==> config.mk <==
export PLATFORM = sky130hd
export DESIGN_NAME = avr_cpu_fetch
export DESIGN_NICKNAME = d
export VERILOG_FILES = /design/src/rtl/avr_cpu_fetch.sv
export SDC_FILE = /design/constraint.sdc
export NUM_CORES = 1
export LEC_CHECK = 0
export BUFFER_PORTS_ARGS = -buffer_cell sky130_fd_sc_hd__buf_2
export CORE_MARGIN = 3
export CORE_UTILIZATION = 55
export DETAILED_ROUTE_END_ITERATION = 12
export GPL_TIMING_DRIVEN = 0
export PLACE_DENSITY = 0.85
export SKIP_LAST_GASP = 1
export SLEW_MARGIN = 20
export SYNTH_ARGS = -nofsm -noshare
export SYNTH_HDL_FRONTEND = slang
export SYNTH_SLANG_ARGS = --single-unit
export TNS_END_PERCENT = 20
==> constraint.sdc <==
create_clock -name clk -period 5.04 [get_ports clk]
set_clock_uncertainty 0.15 [all_clocks]
set_input_delay 0.756 -clock clk [delete_from_list [all_inputs] [get_ports clk]]
set_output_delay 0.756 -clock clk [all_outputs]
set_load 0.01 [all_outputs]
==> src/rtl/avr_cpu_fetch.sv <==
// Instruction fetch sequencer for the AVR core.
// Owns the fetch PC, talks to program memory over a single-outstanding
// req/ack handshake, keeps one prefetch word, and presents opcodes to decode.
// A decode-requested RJMP redirects the fetch stream during its first cycle.
module avr_cpu_fetch #(
    parameter int PC_WIDTH     = 11,
    parameter int RESET_VECTOR = 0
) (
    input  logic                clk,
    input  logic                rst,
    output logic [PC_WIDTH-1:0] pmem_addr,
    output logic                pmem_rd,
    input  logic [15:0]         pmem_rdata,
    input  logic                pmem_ack,
    input  logic                stall,
    input  logic                hold,
    input  logic [11:0]         rjmp,
    output logic [15:0]         opcode,
    output logic                opcode_cycle,
    output logic                opcode_valid,
    output logic [PC_WIDTH-1:0] pc
);

    localparam logic [31:0]         RST_VEC32 = RESET_VECTOR;
    localparam logic [PC_WIDTH-1:0] RST_PC    = RST_VEC32[PC_WIDTH-1:0];

    logic [PC_WIDTH-1:0] fpc_reg;
    logic [PC_WIDTH-1:0] pc_reg;
    logic [PC_WIDTH-1:0] req_addr_reg;
    logic [PC_WIDTH-1:0] pf_addr_reg;
    logic [15:0]         opcode_reg;
    logic [15:0]         pf_data_reg;
    logic                opcode_valid_reg;
    logic                opcode_cycle_reg;
    logic                pf_valid_reg;
    logic                outstanding_reg;
    logic                discard_reg;

    logic                ack_v;
    logic                retire;
    logic                redirect;
    logic                take_ack;
    logic                ack_to_pf;
    logic                issue;
    logic [31:0]         target_full;
    logic [PC_WIDTH-1:0] target;

    // Per-cycle control decisions. An ack frees the request slot in the same
    // cycle, so a new fetch can go out back-to-back -- unless that ack word is
    // being parked in the prefetch buffer, which would leave no room for the
    // next response.
    always_comb begin
        ack_v       = pmem_ack & outstanding_reg;
        retire      = opcode_valid_reg & ~stall & ~(hold & ~opcode_cycle_reg);
        redirect    = opcode_valid_reg & ~stall & hold & ~opcode_cycle_reg;
        take_ack    = ack_v & ~discard_reg & ~redirect
                    & (~opcode_valid_reg | retire) & ~pf_valid_reg;
        ack_to_pf   = ack_v & ~discard_reg & ~redirect & ~take_ack;
        issue       = (~outstanding_reg | ack_v) & ~pf_valid_reg & ~redirect & ~ack_to_pf;
        // Branch target: pc + 1 + sign-extended offset, wrapping at PC_WIDTH bits.
        target_full = {{(32-PC_WIDTH){1'b0}}, pc_reg} + 32'd1 + {{20{rjmp[11]}}, rjmp};
        target      = target_full[PC_WIDTH-1:0];
    end

    // Outputs: decode sees a NOP whenever the opcode register is empty.
    assign pmem_addr    = fpc_reg;
    assign pmem_rd      = issue & ~rst;
    assign opcode       = opcode_valid_reg ? opcode_reg : 16'h0000;
    assign opcode_cycle = opcode_cycle_reg;
    assign opcode_valid = opcode_valid_reg;
    assign pc           = pc_reg;

    // Fetch state, prefetch buffer and opcode register.
    always_ff @(posedge clk or posedge rst) begin
        if (rst) begin
            fpc_reg          <= RST_PC;
            pc_reg           <= RST_PC;
            req_addr_reg     <= RST_PC;
            pf_addr_reg      <= RST_PC;
            opcode_reg       <= 16'h0000;
            pf_data_reg      <= 16'h0000;
            opcode_valid_reg <= 1'b0;
            opcode_cycle_reg <= 1'b0;
            pf_valid_reg     <= 1'b0;
            outstanding_reg  <= 1'b0;
            discard_reg      <= 1'b0;
        end else begin
            if (issue) begin
                req_addr_reg    <= fpc_reg;
                fpc_reg         <= fpc_reg + 1'b1;
                outstanding_reg <= 1'b1;
            end else if (ack_v) begin
                outstanding_reg <= 1'b0;
            end

            if (ack_v) begin
                discard_reg <= 1'b0;
            end

            if (redirect) begin
                // First cycle of RJMP: keep the opcode, flush everything in flight.
                opcode_cycle_reg <= 1'b1;
                pf_valid_reg     <= 1'b0;
                fpc_reg          <= target;
                if (outstanding_reg & ~pmem_ack) begin
                    discard_reg <= 1'b1;
                end
            end else begin
                if (retire) begin
                    opcode_cycle_reg <= 1'b0;
                end
                if (retire & pf_valid_reg) begin
                    opcode_reg   <= pf_data_reg;
                    pc_reg       <= pf_addr_reg;
                    pf_valid_reg <= 1'b0;
                end else if (take_ack) begin
                    opcode_reg       <= pmem_rdata;
                    pc_reg           <= req_addr_reg;
                    opcode_valid_reg <= 1'b1;
                end else if (retire) begin
                    opcode_valid_reg <= 1'b0;
                end
                // Later assignment wins: a draining buffer is refilled by the ack.
                if (ack_to_pf) begin
                    pf_data_reg  <= pmem_rdata;
                    pf_addr_reg  <= req_addr_reg;
                    pf_valid_reg <= 1'b1;
                end
            end
        end
    end

endmodule

==> results.md <==
- Fraction of the yosys area taken by sequential cells: 48.82%
- Final count of hold timing violations: 0
- DRC: 0
- Type of destination of the critical path: primary output
- Startpoint type of the worst setup path: input pin
- PnR Total Power: 3.158 mW
- Mean Syn Cell Area: 10.81 um2
- Number of post-CTS setup repair buffers: 0
- Area delta synth->final: 17.30%
- Clk buf depth: 2
- Final net count: 513
- Hold Crit Class: in -> async
- Arrival time of data at the critical path endpoint: 2.29 ns
- Capture point of the critical path: pmem_rd
- Die Footprint: 0.008627 mm2
- Fraction of layout cells with a size suffix above 1: 27.06%
- Vias per cell: 5.428
- Final period utilization: 63.38%
- Max Fclk: 0.3131 GHz
- TritonCTS clock tree: done
- Antenna violations before repair: 0
- Cells on worst reg2reg path: 9
- Total wirelength of the detailed-routed design: 9191 um
- Worst-skew pair later-pin latency: 0.36 ns
- Leftover overflow at the end of global routing: 0
- Post-cts repair resize count: 0
- Minimum clock period after layout: 3.194 ns
- Count of nets left with antenna violations after detail routing: 0
- Floorplan die height: 92.88 um
- Half-perimeter wire length after detailed placement: 6718 um
- Maximum VDD drop: 0.2446 mV
- Most prevalent standard cell on the critical path: sky130_fd_sc_hd__buf_2
- Top cells by area, synth: sky130_fd_sc_hd__dfrtp_1 49%, sky130_fd_sc_hd__mux2i_1 8.0%, sky130_fd_sc_hd__mux2_4 6.9%
- Launching instance or port of the critical path: stall
- CTS clock-pin slew for the worst setup and hold paths: 0.09 ns
- Endpoint of the worst-slack reg-to-reg timing path: pmem_addr[10]$_DFFE_PP0P_
- Number of buffers added by the clock tree synthesis step: 9
- First-pass GRT wire length: 15370 um
- Hold-fix buffers, CTS: 0
- Via count of the first global-routing pass: 3215
- Clk Tree Root Cell: sky130_fd_sc_hd__clkbuf_8
- Largest stage delay on the critical path: 0.31 ns
- Transition time at the pin with the least slew margin: 0.6137 ns
- CP max FO: 10
- Number of synthesized flops with an enable pin: 0
- Area share of the largest cell type after synthesis: 48.82%
- Ports placed on the boundary: 74
- Number of instances in the synthesized netlist: 384
- Antenna diode count: 0
- Count of buffers inserted at the top-level ports: 72
- Synth Flop Type: sky130_fd_sc_hd__dfrtp_1
- Critical-path cell list: buf_2 > and4bb_2 > nor3_1 > nand2_1 > clkbuf_1 > nor2_1 > buf_2
- First drt pass iteration count: 4
- CP Data Required Time: 4.13 ns
- Standard cell with the maximum stage delay on the critical path: sky130_fd_sc_hd__nor3_1
- Yosys top cell by area: sky130_fd_sc_hd__dfrtp_1
- Proportion of synthesized flip-flops having asynchronous set or reset: 100.0%
- Max_cap viols: 0
- Effective utilization at floorplan: 56.93%
- Flop2flop setup slack: 2.62 ns
- Endpoints failing setup: 0
- Number of standard-cell rows in the floorplan: 31
- Final count of pins violating max slew: 0
- GPL Wtd Cong: 0.8253
- Average wire per standard cell: 16.07 um
- P_leak: 2.360 nW
- Synth Warn #: 0
- Run status: finished clean
- PwrDens: 648.6 mW/mm2
- Origin of the critical flop-to-flop path: pc[0]$_DFFE_PP0P_
- Filler cells: 555
- Worst relative slew slack: 59.09%
- Starting DRC count in detailed routing: 202
- Area of the core region: 0.007292 mm2
- Count of vias placed by the detailed router: 3105
- Post-route setup TNS: 0 ns
- Die width: 92.88 um
- Distinct cell type count of the synthesized netlist: 40
- Net count after synthesis: 429
- Unrepaired setup endpoints after global routing: no
- H-tree lvl count: 3
- Aggregate global-route resource usage: 22.44%
- Synthesized cell area: 0.004151 mm2
- Most numerous cell types in the synthesized netlist: 81 x sky130_fd_sc_hd__dfrtp_1, 74 x sky130_fd_sc_hd__nand2_1, 34 x sky130_fd_sc_hd__o21ai_0, 33 x sky130_fd_sc_hd__mux2i_1, 19 x sky130_fd_sc_hd__mux2_4
- Largest net degree at the start of global routing: 51
- TritonCTS Sinks: 81
- Number of synthesized register bits: 81
- Leading cell type by number of instances after synthesis: sky130_fd_sc_hd__dfrtp_1
- Worst setup path class: in -> out
## worst min path at each step
| stage | from | endpoint | cells after the start |
|---|---|---|---|
| 2_1_floorplan | opcode_reg[0]$_DFFE_PP0P_ | opcode_reg[0]$_DFFE_PP0P_ | 2 |
| 3_3_place_gp | opcode_reg[10]$_DFFE_PP0P_ | opcode_reg[10]$_DFFE_PP0P_ | 2 |
| 3_5_place_dp | opcode_reg[14]$_DFFE_PP0P_ | opcode_reg[14]$_DFFE_PP0P_ | 2 |
| 4_1_cts | rst | pf_addr_reg[1]$_DFFE_PP0P_ | 2 |
| 5_1_grt | rst | req_addr_reg[1]$_DFFE_PP0P_ | 2 |
| 6_report | rst | pf_addr_reg[1]$_DFFE_PP0P_ | 2 |
## layout make-up
class | count | area, um2 | share of cell area [%]
plain buffers | 20 | 132.6 | 2.724
multi-input cells | 275 | 1962 | 40.29
well taps | 99 | 123.9 | 2.544
clock buffers | 11 | 141.4 | 2.903
flip-flops and latches | 81 | 2027 | 41.62
clock inverters | 5 | 62.56 | 1.285
inverters | 8 | 32.53 | 0.6680
repair buffers | 73 | 387.9 | 7.965
## metal layers
metal  share of wire, %  track usage [%]  vias to the layer above
met5                  0                0                        -
met4                1.9            6.227                        0
met3                4.1            5.118                       17
met2                 51            38.75                       74
met1                 43            28.29                     1536
li1                   -                -                     1478
## critical path: cells and delay by family
family | cells | cell delay, ns
buffers and inverters | 3 | 0.55
and+or+nand+nor | 4 | 0.97
## cells in the final DEF, fill, tap and decap left out, types with 4 or more instances in the layout
master,instances
sky130_fd_sc_hd__a21o_1,4
sky130_fd_sc_hd__buf_2,74
sky130_fd_sc_hd__and2_1,17
sky130_fd_sc_hd__xnor2_1,12
sky130_fd_sc_hd__a21oi_1,12
sky130_fd_sc_hd__mux2_4,19
sky130_fd_sc_hd__nand3_1,4
sky130_fd_sc_hd__inv_1,7
sky130_fd_sc_hd__o21ai_0,34
sky130_fd_sc_hd__xor2_1,7
sky130_fd_sc_hd__nand4_1,6
sky130_fd_sc_hd__clkbuf_8,10
sky130_fd_sc_hd__dfrtp_1,81
sky130_fd_sc_hd__ha_1,11
sky130_fd_sc_hd__clkbuf_1,12
sky130_fd_sc_hd__mux2_2,9
sky130_fd_sc_hd__nor2_1,5
sky130_fd_sc_hd__nor3_1,4
sky130_fd_sc_hd__nand2_1,74
sky130_fd_sc_hd__mux2i_1,33
## through the flow
stage / utilization (%) / instances / setup slack [ns] / hold slack (ns) / area, um2
6_report: 66.78 / 572 / 1.846 / 0.2482 / 4870
5_1_grt: 66.78 / 572 / 1.720 / 0.2756 / 4870
4_1_cts: 66.78 / 572 / 1.929 / 0.2615 / 4870
3_5_place_dp: 63.98 / 556 / 1.937 / 0.3123 / 4666
3_3_place_gp: 63.57 / 555 / 1.216 / 0.3043 / 4636
2_1_floorplan: - / 384 / 2.054 / 0.2924 / 4151
## kinds of logic (layout without fill, tap and decap cells)
| family | after synthesis | in the layout | share of synthesized area (%) |
|---|---|---|---|
| XOR/XNOR | 19 | 19 | 4.008 |
| AO/OA/AOI/OAI | 58 | 58 | 7.957 |
| buffers and inverters | 28 | 117 | 3.918 |
| multiplexers | 61 | 61 | 17.27 |
| flip-flops | 81 | 81 | 48.82 |
| adder cells (fa/ha/maj) | 12 | 12 | 3.797 |
| AND/OR/NAND/NOR | 125 | 125 | 14.23 |
## report_power, final
part / internal (mW) / switching, mW
clock network: 0.246 / 0.245
logic: 0.686 / 0.763
registers: 0.967 / 0.251
No activity file was read; power rests on OpenSTA's default activity.
